File: src/rtl/uart_tx_pkg.sv
// ---------------------------------------------------------------------------
// uart_tx_pkg
// Shared definitions for the UART transmit frame serializer.
//   tx_state_t      : frame FSM state encoding
//   TX_IDLE_LEVEL   : line level while idle and during stop bits
//   TX_START_LEVEL  : line level of the start bit
//   PAR_EVEN/PAR_ODD: encodings of the par_type input
// ---------------------------------------------------------------------------
package uart_tx_pkg;

    typedef enum logic [2:0] {
        IDLE   = 3'd0,
        START  = 3'd1,
        DATA   = 3'd2,
        PARITY = 3'd3,
        STOP   = 3'd4
    } tx_state_t;

    localparam logic TX_IDLE_LEVEL  = 1'b1;
    localparam logic TX_START_LEVEL = 1'b0;

    localparam logic PAR_EVEN = 1'b0;
    localparam logic PAR_ODD  = 1'b1;

endpackage

File: src/rtl/uart_tx_parity.sv
// ---------------------------------------------------------------------------
// uart_tx_parity
// Combinational parity generator for one UART data word.
//   data       in  [DATA_WIDTH-1:0]  word being framed
//   par_type   in  1                 PAR_EVEN or PAR_ODD
//   parity_bit out 1                 bit to place after the data bits
// Even parity makes the total count of ones (data + parity) even, so the
// parity bit is simply the XOR of the data; odd parity inverts it.
// ---------------------------------------------------------------------------
module uart_tx_parity
    import uart_tx_pkg::*;
#(
    parameter int DATA_WIDTH = 8
) (
    input  logic [DATA_WIDTH-1:0] data,
    input  logic                  par_type,
    output logic                  parity_bit
);

    assign parity_bit = (par_type == PAR_ODD) ? ~(^data) : (^data);

endmodule

File: src/rtl/uart_tx_frame_ser.sv
// ---------------------------------------------------------------------------
// uart_tx_frame_ser
// UART transmit frame serializer: start bit, DATA_WIDTH data bits (LSB or
// MSB first), optional parity bit, STOP_BITS stop bits. Bit timing is set by
// an external one-cycle baud_tick enable.
//
// Parameters:
//   DATA_WIDTH (5..9), STOP_BITS (1 or 2), MSB_FIRST (0 = LSB first)
// Ports:
//   clk         in   system clock
//   rst         in   asynchronous reset, active low
//   baud_tick   in   marks the end of the current bit period
//   data_valid  in   word offered on data_in (taken only while !busy)
//   data_in     in   parallel word
//   par_en      in   send a parity bit for this frame (sampled at accept)
//   par_type    in   0 = even, 1 = odd (sampled at accept)
//   tx_out      out  registered serial line, idles high
//   busy        out  frame in progress
//   frame_done  out  one-cycle pulse in the first idle cycle after a frame
//
// Build option: define UART_TX_PARITY_EN to build the parity stage. Without
// it par_en/par_type are ignored and DATA always goes straight to STOP.
// ---------------------------------------------------------------------------
module uart_tx_frame_ser
    import uart_tx_pkg::*;
#(
    parameter int DATA_WIDTH = 8,
    parameter int STOP_BITS  = 1,
    parameter int MSB_FIRST  = 0
) (
    input  logic                  clk,
    input  logic                  rst,
    input  logic                  baud_tick,
    input  logic                  data_valid,
    input  logic [DATA_WIDTH-1:0] data_in,
    input  logic                  par_en,
    input  logic                  par_type,
    output logic                  tx_out,
    output logic                  busy,
    output logic                  frame_done
);

    localparam int              CNT_W     = (DATA_WIDTH > 1) ? $clog2(DATA_WIDTH) : 1;
    localparam logic [CNT_W-1:0] LAST_BIT  = CNT_W'(DATA_WIDTH - 1);
    localparam logic            LAST_STOP = 1'(STOP_BITS - 1);

    tx_state_t             state_q, state_d;
    logic [DATA_WIDTH-1:0] shift_q, shift_d;
    logic [CNT_W-1:0]      bit_cnt_q, bit_cnt_d;
    logic                  stop_cnt_q, stop_cnt_d;
    logic                  tx_d;
    logic                  done_d;
    logic                  send_parity;
    logic                  parity_level;

    wire accept = (state_q == IDLE) && data_valid;

`ifdef UART_TX_PARITY_EN
    logic par_en_q;
    logic par_bit_q;
    logic par_bit_calc;

    // Parity is computed from the word as presented, so the shifting data
    // register does not need to keep an unmodified copy.
    uart_tx_parity #(
        .DATA_WIDTH (DATA_WIDTH)
    ) u_parity (
        .data       (data_in),
        .par_type   (par_type),
        .parity_bit (par_bit_calc)
    );

    always_ff @(posedge clk or negedge rst) begin
        if (!rst) begin
            par_en_q  <= 1'b0;
            par_bit_q <= 1'b0;
        end else if (accept) begin
            par_en_q  <= par_en;
            par_bit_q <= par_bit_calc;
        end
    end

    assign send_parity  = par_en_q;
    assign parity_level = par_bit_q;
`else
    logic unused_par_inputs;

    assign unused_par_inputs = par_en ^ par_type;
    assign send_parity       = 1'b0;
    assign parity_level      = TX_IDLE_LEVEL;
`endif

    // Next-state logic. tx_out is registered, so its next value is derived
    // from the next state and next shift register contents; that gives the
    // start bit in the cycle right after the accepting edge.
    always_comb begin
        state_d    = state_q;
        shift_d    = shift_q;
        bit_cnt_d  = bit_cnt_q;
        stop_cnt_d = stop_cnt_q;
        done_d     = 1'b0;

        case (state_q)
            IDLE: begin
                if (data_valid) begin
                    state_d = START;
                    shift_d = data_in;
                end
            end
            START: begin
                if (baud_tick) begin
                    state_d   = DATA;
                    bit_cnt_d = '0;
                end
            end
            DATA: begin
                if (baud_tick) begin
                    shift_d = (MSB_FIRST != 0) ? (shift_q << 1) : (shift_q >> 1);
                    if (bit_cnt_q == LAST_BIT) begin
                        state_d    = send_parity ? PARITY : STOP;
                        stop_cnt_d = 1'b0;
                    end else begin
                        bit_cnt_d = bit_cnt_q + 1'b1;
                    end
                end
            end
            PARITY: begin
                if (baud_tick) begin
                    state_d    = STOP;
                    stop_cnt_d = 1'b0;
                end
            end
            STOP: begin
                if (baud_tick) begin
                    if (stop_cnt_q == LAST_STOP) begin
                        state_d = IDLE;
                        done_d  = 1'b1;
                    end else begin
                        stop_cnt_d = stop_cnt_q + 1'b1;
                    end
                end
            end
            default: begin
                state_d = IDLE;
            end
        endcase

        case (state_d)
            START:   tx_d = TX_START_LEVEL;
            DATA:    tx_d = (MSB_FIRST != 0) ? shift_d[DATA_WIDTH-1] : shift_d[0];
            PARITY:  tx_d = parity_level;
            default: tx_d = TX_IDLE_LEVEL;
        endcase
    end

    // State, datapath and output registers; reset abandons any frame.
    always_ff @(posedge clk or negedge rst) begin
        if (!rst) begin
            state_q    <= IDLE;
            shift_q    <= '0;
            bit_cnt_q  <= '0;
            stop_cnt_q <= 1'b0;
            tx_out     <= TX_IDLE_LEVEL;
            frame_done <= 1'b0;
        end else begin
            state_q    <= state_d;
            shift_q    <= shift_d;
            bit_cnt_q  <= bit_cnt_d;
            stop_cnt_q <= stop_cnt_d;
            tx_out     <= tx_d;
            frame_done <= done_d;
        end
    end

    assign busy = (state_q != IDLE);

endmodule

File: config.mk
export PLATFORM = sky130hd
export DESIGN_NAME = uart_tx_frame_ser
export DESIGN_NICKNAME = d
export VERILOG_FILES = /design/src/rtl/uart_tx_pkg.sv /design/src/rtl/uart_tx_parity.sv /design/src/rtl/uart_tx_frame_ser.sv
export SDC_FILE = /design/constraint.sdc
export NUM_CORES = 1
export LEC_CHECK = 0
export CORE_MARGIN = 2
export CORE_UTILIZATION = 53
export DETAILED_ROUTE_END_ITERATION = 7
export GPL_TIMING_DRIVEN = 0
export HOLD_SLACK_MARGIN = 0.05
export PLACE_DENSITY = 0.82
export SLEW_MARGIN = 20
export SYNTH_ARGS = -nofsm -noshare
export SYNTH_HDL_FRONTEND = slang
export SYNTH_SLANG_ARGS = --single-unit
File: constraint.sdc
create_clock -name clk -period 2.7 [get_ports clk]
set_input_delay 0.405 -clock clk [delete_from_list [all_inputs] [get_ports clk]]
set_output_delay 0.405 -clock clk [all_outputs]
set_load 0.02 [all_outputs]
# [Word-level counts from Yosys, hierarchy flattened]
# Cells that the tools add are included.
[classes] add_sub_neg=2 eq_ne=14 muxes=25 reduce_logical=8
[ops] cell="3-bit 2-to-1 mux" n=10
[ops] cell="8-bit 2-to-1 mux" n=2
[ops] cell="8-bit one-hot mux with 2 select lines" n=1
[ops] cell="3-bit one-hot mux with 5 select lines" n=1
[ops] cell="2-bit inequality test (second input constant)" n=7
[ops] cell="3-bit by 2-bit == test with 1-bit output (second input constant)" n=3
[ops] cell="1-bit 2-to-1 mux" n=8
[ops] cell="3-bit by 1-bit == test with 1-bit output (second input constant)" n=2
[ops] cell="3-bit == test (second input constant)" n=2
[ops] cell="3-bit one-hot mux with 2 select lines" n=1
[ops] cell="3-bit nonzero test" n=2
[ops] cell="5-bit AND reduction" n=1
[ops] cell="4-bit AND reduction" n=1
[ops] cell="2-bit nonzero test" n=2
[ops] cell="3-bit by 1-bit adder with 3-bit output (second input constant)" n=1
[ops] cell="3-bit logical NOT" n=1
[ops] cell="1-bit one-hot mux with 3 select lines" n=1
[ops] cell="3-bit AND reduction" n=1
[ops] cell="1-bit one-hot mux with 2 select lines" n=1
[ops] cell="1-bit adder (second input constant)" n=1
[word_totals] ff_bits=17 in_bits=14 output_inout_bits=3 word_cells=56

# [Depth between registers and ports, before layout]
# Gate-level depths: netlist of run 1.
[logic_depth] ltp_word=6 depth_mapped=5 depth_no_buf=5

# [Least setup slack after synthesis of run 1]
# OpenSTA, ideal clock, no wires.
[synth_timing] kind="register to register" startpoint="register bit_cnt_q[0]" endpoint="register bit_cnt_q[0]" setup_ns=0.125 arrival_ns=1.311 required_time_ns=2.575 path_slack_ns=1.265 path_stages_with_launch=6 n_path_buf=0 period_less_slack_ns=1.435 cell_sequence="dfrtp_1 ha_1 ha_1 nor3b_1 o211ai_1 mux2_2"
[synth_between] elab_chain_len=4
[synth_lines] item="start: declaration" line_no="uart_tx_frame_ser.sv:49" source="logic [CNT_W-1:0] bit_cnt_q, bit_cnt_d;"
[synth_lines] item="start signal: assignment" line_no="uart_tx_frame_ser.sv:168" source="bit_cnt_q <= bit_cnt_d;"
[synth_lines] item="3-bit by 1-bit adder with 3-bit output" line_no="uart_tx_frame_ser.sv:123" source="bit_cnt_d = bit_cnt_q + 1'b1;"
[synth_lines] item="3-bit 2-to-1 mux" line_no="uart_tx_frame_ser.sv:119" source="if (bit_cnt_q == LAST_BIT) begin"
[synth_lines] item="3-bit 2-to-1 mux" line_no="uart_tx_frame_ser.sv:117" source="if (baud_tick) begin"
[synth_lines] item="3-bit one-hot mux with 2 select lines" line_no="uart_tx_frame_ser.sv:103" source="case (state_q)"
# Parallel ways exist; a longest one is shown, timed or not. The select of a mux whose other input is x is not followed.
# A chain may end at the register's enable or synchronous reset.

# [Final worst setup path of run 1]
[layout_timing] startpoint="register state_q[0]" endpoint="output busy"
[layout_between] elab_chain_len=1
[layout_lines] item="start: declaration" line_no="uart_tx_frame_ser.sv:47" source="tx_state_t state_q, state_d;"
[layout_lines] item="start signal: assignment" line_no="uart_tx_frame_ser.sv:166" source="state_q <= state_d;"
[layout_lines] item="3-bit nonzero test" line_no="uart_tx_frame_ser.sv:175" source="assign busy = (state_q != IDLE);"
[layout_lines] item="end: declaration" line_no="uart_tx_frame_ser.sv:39" source="output logic busy,"
# No other way between the ends.

==> metrics, run 1 <==
share of the core filled with cells 0.6844; sw frac 0.3718; share of total power in combinational logic 0.487; transition time of the tightest slew-check pin around 690 ps; drt pass-1 iters 4; number of vias per cell after detailed routing 5.523; Internal Dissipation 0.6576 mW; maximum fanout along the worst path 10; category of the worst setup path capture point primary output; Die Span X 44.16 µm; Power Density 1015 mW/mm²; leading cell type in the layout, fill and taps excluded sky130_fd_sc_hd__dfrtp_1; Mapped Nets 94; final critical-path setup slack 520.4 ps; Slowest cell on crit path sky130_fd_sc_hd__clkdlybuf4s50_1; post-cts hold buffer count 0; area added between synthesis and finish 20.64%; cell family with the largest share of critical-path delay buffers and inverters; wire length of the first global-routing pass 2.635 mm; DRT antenna net count 0; Via Count 613; initial core utilization 0.5673; count of final max-slew check failures 0; initial antenna violation count 0; cell types with the largest area share after synthesis sky130_fd_sc_hd__dfrtp_1, sky130_fd_sc_hd__a22oi_1, sky130_fd_sc_hd__o21ai_2, sky130_fd_sc_hd__inv_1, sky130_fd_sc_hd__dfstp_2; data arrival time at the worst-slack endpoint 1770 ps; Tot GR Track Use 0.1864; dominant cell type by area after synthesis sky130_fd_sc_hd__dfrtp_1; Worst VDD drop 0.0006196 V; sequential power share 0.392; Post-Route WL 1.544 mm; min-delay worst type in -> reg; average size of a mapped cell approximately 11 µm²; TritonCTS clock tree built; I/O pins 17; upper clock frequency limit 458.8 MHz; DRC marker count from the first detailed-route iteration 3; placement-stage worst setup slack 768.6 ps; Req. time, crit path 2300 ps; post-route standard cell area excluding fillers 0.001031 mm²; Post-layout nets 112; most frequent cells in the layout sky130_fd_sc_hd__dfrtp_1, sky130_fd_sc_hd__clkdlybuf4s50_1, sky130_fd_sc_hd__inv_1; Max Cap Violations 0; share of power burned in the clock network 0.122; worst-path cell chain buf_4 > or3_1 > clkdlybuf4s50_1; clock network latency to the later pin of the worst-skew pair 280 ps; Switch Pwr 0.3892 mW; clock sink count 16; core outline area 0.001506 mm²; Die Footprint 0.001950 mm²; sum of negative setup slack 0 ps; share of the synthesized area in the top cell type 0.4392; headroom to the max-slew limit 0.5402; fraction of final layout cells with drive strength greater than 1 0.2105; number of synthesis warnings 0; pin count of the biggest net entering global routing 17; antenna cells 0; final hold vios 0; buffer depth of the longest clock path 2; buffering stage count on the worst path with inverters included 2; Root Buffer Master sky130_fd_sc_hd__clkbuf_4; Final min period 2180 ps; final setup fails 0; DRC violations left 0; number of distinct standard cells referenced by the synthesized netlist 29; number of standard cells after synthesis 78; Port Buffers 13; area of placed instances 0.001005 mm²; Die Span Y 44.16 µm; RSZ-0062 raised after global routing false; Worst-path clk slew roughly 90 ps; number of global-route vias before repair 588; sequential element share of the synthesized area 0.4700; power after layout 1.047 mW; total half-perimeter wirelength after legalization and detailed placement between 1 and 1.5 mm; Std-Cell Rows 14; wire length per cell ~14 µm; final worst-path cycle share 0.8073; number of CTS-inserted buffers 3; Layout Cells excl Fill approximately 110; minimum hold slack 434.6 ps; post-synthesis instance area 854.6 µm²; count of instances resized after the clock tree is built 0; buffers inserted during post-CTS setup optimization 0; startpoint type of the worst setup path flop; r2r setup slk 1150 ps; cell count after placement 107; maximum level of the CTS H-tree 1; overall overflow remaining after global route 0; final weighted congestion in routability-driven placement 0.7968; worst clock skew 2.303 ps; register bit total from synthesis 16; Lkg Pwr 0.4629 nW; category of the most critical setup path reg -> out; result of the run finished clean; critical path's largest stage delay between 500 and 600 ps
==> power groups by stage <==
stage / Sequential (mW) / Clock, mW / Combinational [mW]
2_1_floorplan: 0.412 / 0 / 0.382
3_3_place_gp: 0.409 / 0 / 0.496
5_1_grt: 0.423 / 0.145 / 0.568
6_report: 0.410 / 0.127 / 0.509
4_1_cts: 0.411 / 0.132 / 0.514
3_5_place_dp: 0.415 / 0 / 0.510
==> cells by family after synthesis <==
group,Yosys count,synth area share
buf+inv,14,0.08198
fa+ha+maj,2,0.02928
simple gates,19,0.1581
flops,16,0.4700
compound gates,26,0.2474
mux,1,0.01318
==> worst paths after layout <==
check,from,end,depth (start not counted)
worst min register to register,bit_cnt_q[1]$_DFFE_PN0P_,bit_cnt_q[1]$_DFFE_PN0P_,1
worst max-delay path,state_q[0]$_DFF_PN0_,busy,3
max in group asynchronous,rst,state_q[1]$_DFF_PN0_,1
worst max register to register,bit_cnt_q[0]$_DFFE_PN0P_,bit_cnt_q[0]$_DFFE_PN0P_,5
worst min-delay path,baud_tick,state_q[2]$_DFF_PN0_,2
min in group asynchronous,rst,shift_q[2]$_DFFE_PN0P_,1
==> per-layer routing <==
metal / share of wire / track usage / wire length, µm / up-vias
met2: 0.47 / 0.2882 / 724 / 10
met3: 0.030 / 0.03673 / 46 / 4
li1: - / - / - / 313
met1: 0.49 / 0.2586 / 749 / 286
met4: 0.015 / 0.07273 / 23 / 0
met5: 0 / 0 / 0 / -
==> state kept, by name (all words and copies together) (netlist names) <==
register / flops
tx_out: 1
shift_q: 8
state_q: 3
frame_done: 1
bit_cnt_q: 3
==> cells in the mapped netlist <==
cell type                   number
sky130_fd_sc_hd__o211ai_1        1
sky130_fd_sc_hd__dfrtp_1        15
sky130_fd_sc_hd__dfstp_2         1
sky130_fd_sc_hd__or2_4           1
sky130_fd_sc_hd__nand2b_1        1
sky130_fd_sc_hd__nor3b_1         1
sky130_fd_sc_hd__o32ai_1         1
sky130_fd_sc_hd__or3_1           2
sky130_fd_sc_hd__a22o_1          3
sky130_fd_sc_hd__nor4bb_1        2
sky130_fd_sc_hd__and2b_1         2
sky130_fd_sc_hd__mux2_2          1
sky130_fd_sc_hd__buf_6           1
sky130_fd_sc_hd__nor4b_4         1
sky130_fd_sc_hd__buf_2           2
sky130_fd_sc_hd__o21ai_0         3
sky130_fd_sc_hd__a2111oi_0       1
sky130_fd_sc_hd__a31o_2          1
sky130_fd_sc_hd__nand2_1         3
sky130_fd_sc_hd__a22oi_1         7
sky130_fd_sc_hd__inv_1           9
sky130_fd_sc_hd__o21ai_2         6
sky130_fd_sc_hd__buf_4           2
sky130_fd_sc_hd__a221oi_2        1
sky130_fd_sc_hd__nor2b_1         3
sky130_fd_sc_hd__a41oi_1         1
sky130_fd_sc_hd__nor2_1          3
sky130_fd_sc_hd__o21a_1          1
sky130_fd_sc_hd__ha_1            2
==> layout make-up <==
class / count / area [µm²]
multi-input cells: 48 / 382.9
flip-flops and latches: 16 / 401.6
fillers: 107 / 475.5
plain buffers: 5 / 36.28
clock buffers: 4 / 26.28
repair buffers: 13 / 130.1
well taps: 16 / 20.02
inverters: 9 / 33.78
(Power assumes the default switching activity.)
==> run 2, diff against run 1 <==
- CORE_UTILIZATION: 53 -> 49
- PLACE_DENSITY: 0.82 -> 0.76
- clock period: 2.7 -> 2.13 ns (I/O delays scaled with it)
==> run 2 against run 1 <==
Compared with the run above:
- combinational power is 27% higher
- wire length increased by 12%
- via count is 5.1% higher
- clock-buffer cell count stayed put
- clock skew increased by 9.7 ps
- sequential share of layout area is the same
- final cell count increased by 0.90%
- core utilization is 7.4 points lower
- global-route usage is 0.32 points higher
- critical path type unchanged
- largest power group unchanged
==> metrics, run 2 (same netlist as run 1, synthesis figures left out) <==
number of CTS-inserted buffers 3 (unchanged); Die Span Y 45.76 µm (+3.6%); final weighted congestion in routability-driven placement 0.8492 (+6.6%); max FFs per register 8 (unchanged); Layout Cells excl Fill 112 (+0.90%); data arrival time at the worst-slack endpoint 1600 ps (-170 ps); DRT antenna net count 0 (unchanged); antenna cells 0 (unchanged); Worst-path clk slew 100 ps (about the same); core outline area 0.001689 mm² (+12%); result of the run finished clean; post-cts hold buffer count 0 (unchanged); clock sink count 16 (unchanged); Std-Cell Rows 15 (+1); area of placed instances 0.001006 mm² (+0.12%); Port Buffers 13 (unchanged); number of vias per cell after detailed routing 5.750 (+4.1%); cell count after placement 108 (+0.93%); Post-layout nets 112 (unchanged); Final min period 1917 ps; depth of the worst register-to-register path 5 (unchanged); Tot GR Track Use 0.1896 (+0.003186); Worst VDD drop 0.0007307 V (+18%); minimum hold slack 326.0 ps (-108.6 ps); power after layout 1.340 mW (+28%); category of the most critical setup path reg -> out; pin count of the biggest net entering global routing 17 (unchanged); clock network latency to the later pin of the worst-skew pair 290 ps (about the same); final hold vios 0 (unchanged); Post-Route WL 1.725 mm (+12%); critical path's largest stage delay 460 ps (-80 ps); maximum level of the CTS H-tree 1 (unchanged); wire length of the first global-routing pass 2.739 mm (+3.9%); FF-to-FF End bit_cnt_q[0]$_DFFE_PN0P_; overall overflow remaining after global route 0 (unchanged); min-delay worst type in -> reg; total half-perimeter wirelength after legalization and detailed placement 1.160 mm (+4.7%); placement-stage worst setup slack 294.1 ps (-474.5 ps); Die Span X 45.76 µm (+3.6%); DRC marker count from the first detailed-route iteration 24 (+21); r2r setup slk 560 ps (-590 ps); initial core utilization 0.5059 (-0.06135); buffer depth of the longest clock path 2 (unchanged); Power Density 1299 mW/mm² (+28%); wire length per cell 15.40 µm (+11%); Via Count 644 (+5.1%); worst-path cell chain buf_4 > or3_1 > dlygate4sd2_1; transition time of the tightest slew-check pin 719.3 ps (+31.64 ps); buffers inserted during post-CTS setup optimization 0 (unchanged); final critical-path setup slack 213.3 ps (-307.1 ps); area used by multi-input combinational logic 382.9 µm² (unchanged); drt pass-1 iters 4 (unchanged); upper clock frequency limit 521.7 MHz; count of final max-slew check failures 0 (unchanged); Lkg Pwr 0.4637 nW (+0.16%); category of the worst setup path capture point primary output; worst clock skew 12.04 ps (+9.739 ps); Worst setup endpoint busy; critical path launch point state_q[0]$_DFF_PN0_; RSZ-0062 raised after global routing false; Max Cap Violations 0 (unchanged); leading cell type in the layout, fill and taps excluded sky130_fd_sc_hd__dfrtp_1; most frequent cells in the layout sky130_fd_sc_hd__dfrtp_1, sky130_fd_sc_hd__clkdlybuf4s50_1, sky130_fd_sc_hd__inv_1; post-route standard cell area excluding fillers 0.001031 mm² (unchanged); I/O pins 17 (unchanged); count of instances resized after the clock tree is built 1 (+1); sum of negative setup slack 0 ps (unchanged); Seq. cell area 401.6 µm² (unchanged); Req. time, crit path 1810 ps (-490 ps); area added between synthesis and finish 20.64% (unchanged); number of global-route vias before repair 585 (-0.51%); DRC violations left 0 (unchanged); final worst-path cycle share 0.8999; TritonCTS clock tree built; # fillers 151 (+41%); maximum fanout along the worst path 10 (unchanged); Die Footprint 0.002094 mm² (+7.4%); Reg2Reg Launch Point bit_cnt_q[0]$_DFFE_PN0P_; largest registers in the final layout shift_q x8, bit_cnt_q x3, state_q x3; initial antenna violation count 0 (unchanged); headroom to the max-slew limit 0.5190 (-0.02116); Slowest cell on crit path sky130_fd_sc_hd__dfrtp_1; Biggest register shift_q; Root Buffer Master sky130_fd_sc_hd__clkbuf_4; startpoint type of the worst setup path flop; share of the core filled with cells 0.6104 (-0.07402); final setup fails 0 (unchanged); fraction of final layout cells with drive strength greater than 1 0.2105 (unchanged)
[run 2: cell count changes in the layout (fill, tap and decap cells not counted), sizes merged]
cell           delta
dlygate4sd2       +1
clkdlybuf4s50     -1
[run 2: how the worst min path moves through the flow]
stage                                   from                        to  slack, ps  cells after the start
global placement      shift_q[3]$_DFFE_PN0P_    shift_q[2]$_DFFE_PN0P_        490                      2
CTS                                baud_tick      state_q[2]$_DFF_PN0_        330                      2
finish                             baud_tick      state_q[2]$_DFF_PN0_        330                      2
floorplan                                rst  bit_cnt_q[0]$_DFFE_PN0P_         20                      0
global route                       baud_tick      state_q[2]$_DFF_PN0_        340                      2
detailed placement  bit_cnt_q[1]$_DFFE_PN0P_  bit_cnt_q[1]$_DFFE_PN0P_        490                      1
[run 2: final cells by class]
cell class,count,share of cell area
clock buffer,4,0.02549
buffer,5,0.03519
inverter,9,0.03277
multi-input combinational,48,0.3714
sequential,16,0.3896
tap,17,0.02063
timing repair buffer,13,0.1250
[run 2: routing by layer]
metal  vias up  share of wire  global-route usage
met5         -              0                   0
met4         0          0.012             0.08571
met3         4          0.035             0.03571
met2        15           0.47              0.2845
met1       309           0.48              0.2652
li1        316              -                   -
[run 2: critical path, delay by kind of cell, from the launching register on]
family | cells | cell delay, ps
DFF | 1 | 460
buffers and inverters | 2 | 520
and+or+nand+nor | 1 | 330
[run 2: where the power goes]
group,internal [mW],leakage [nW],switching (mW)
Combinational,0.310,0.247,0.335
Sequential,0.441,0.201,0.0826
Clock,0.0728,0.0150,0.0979
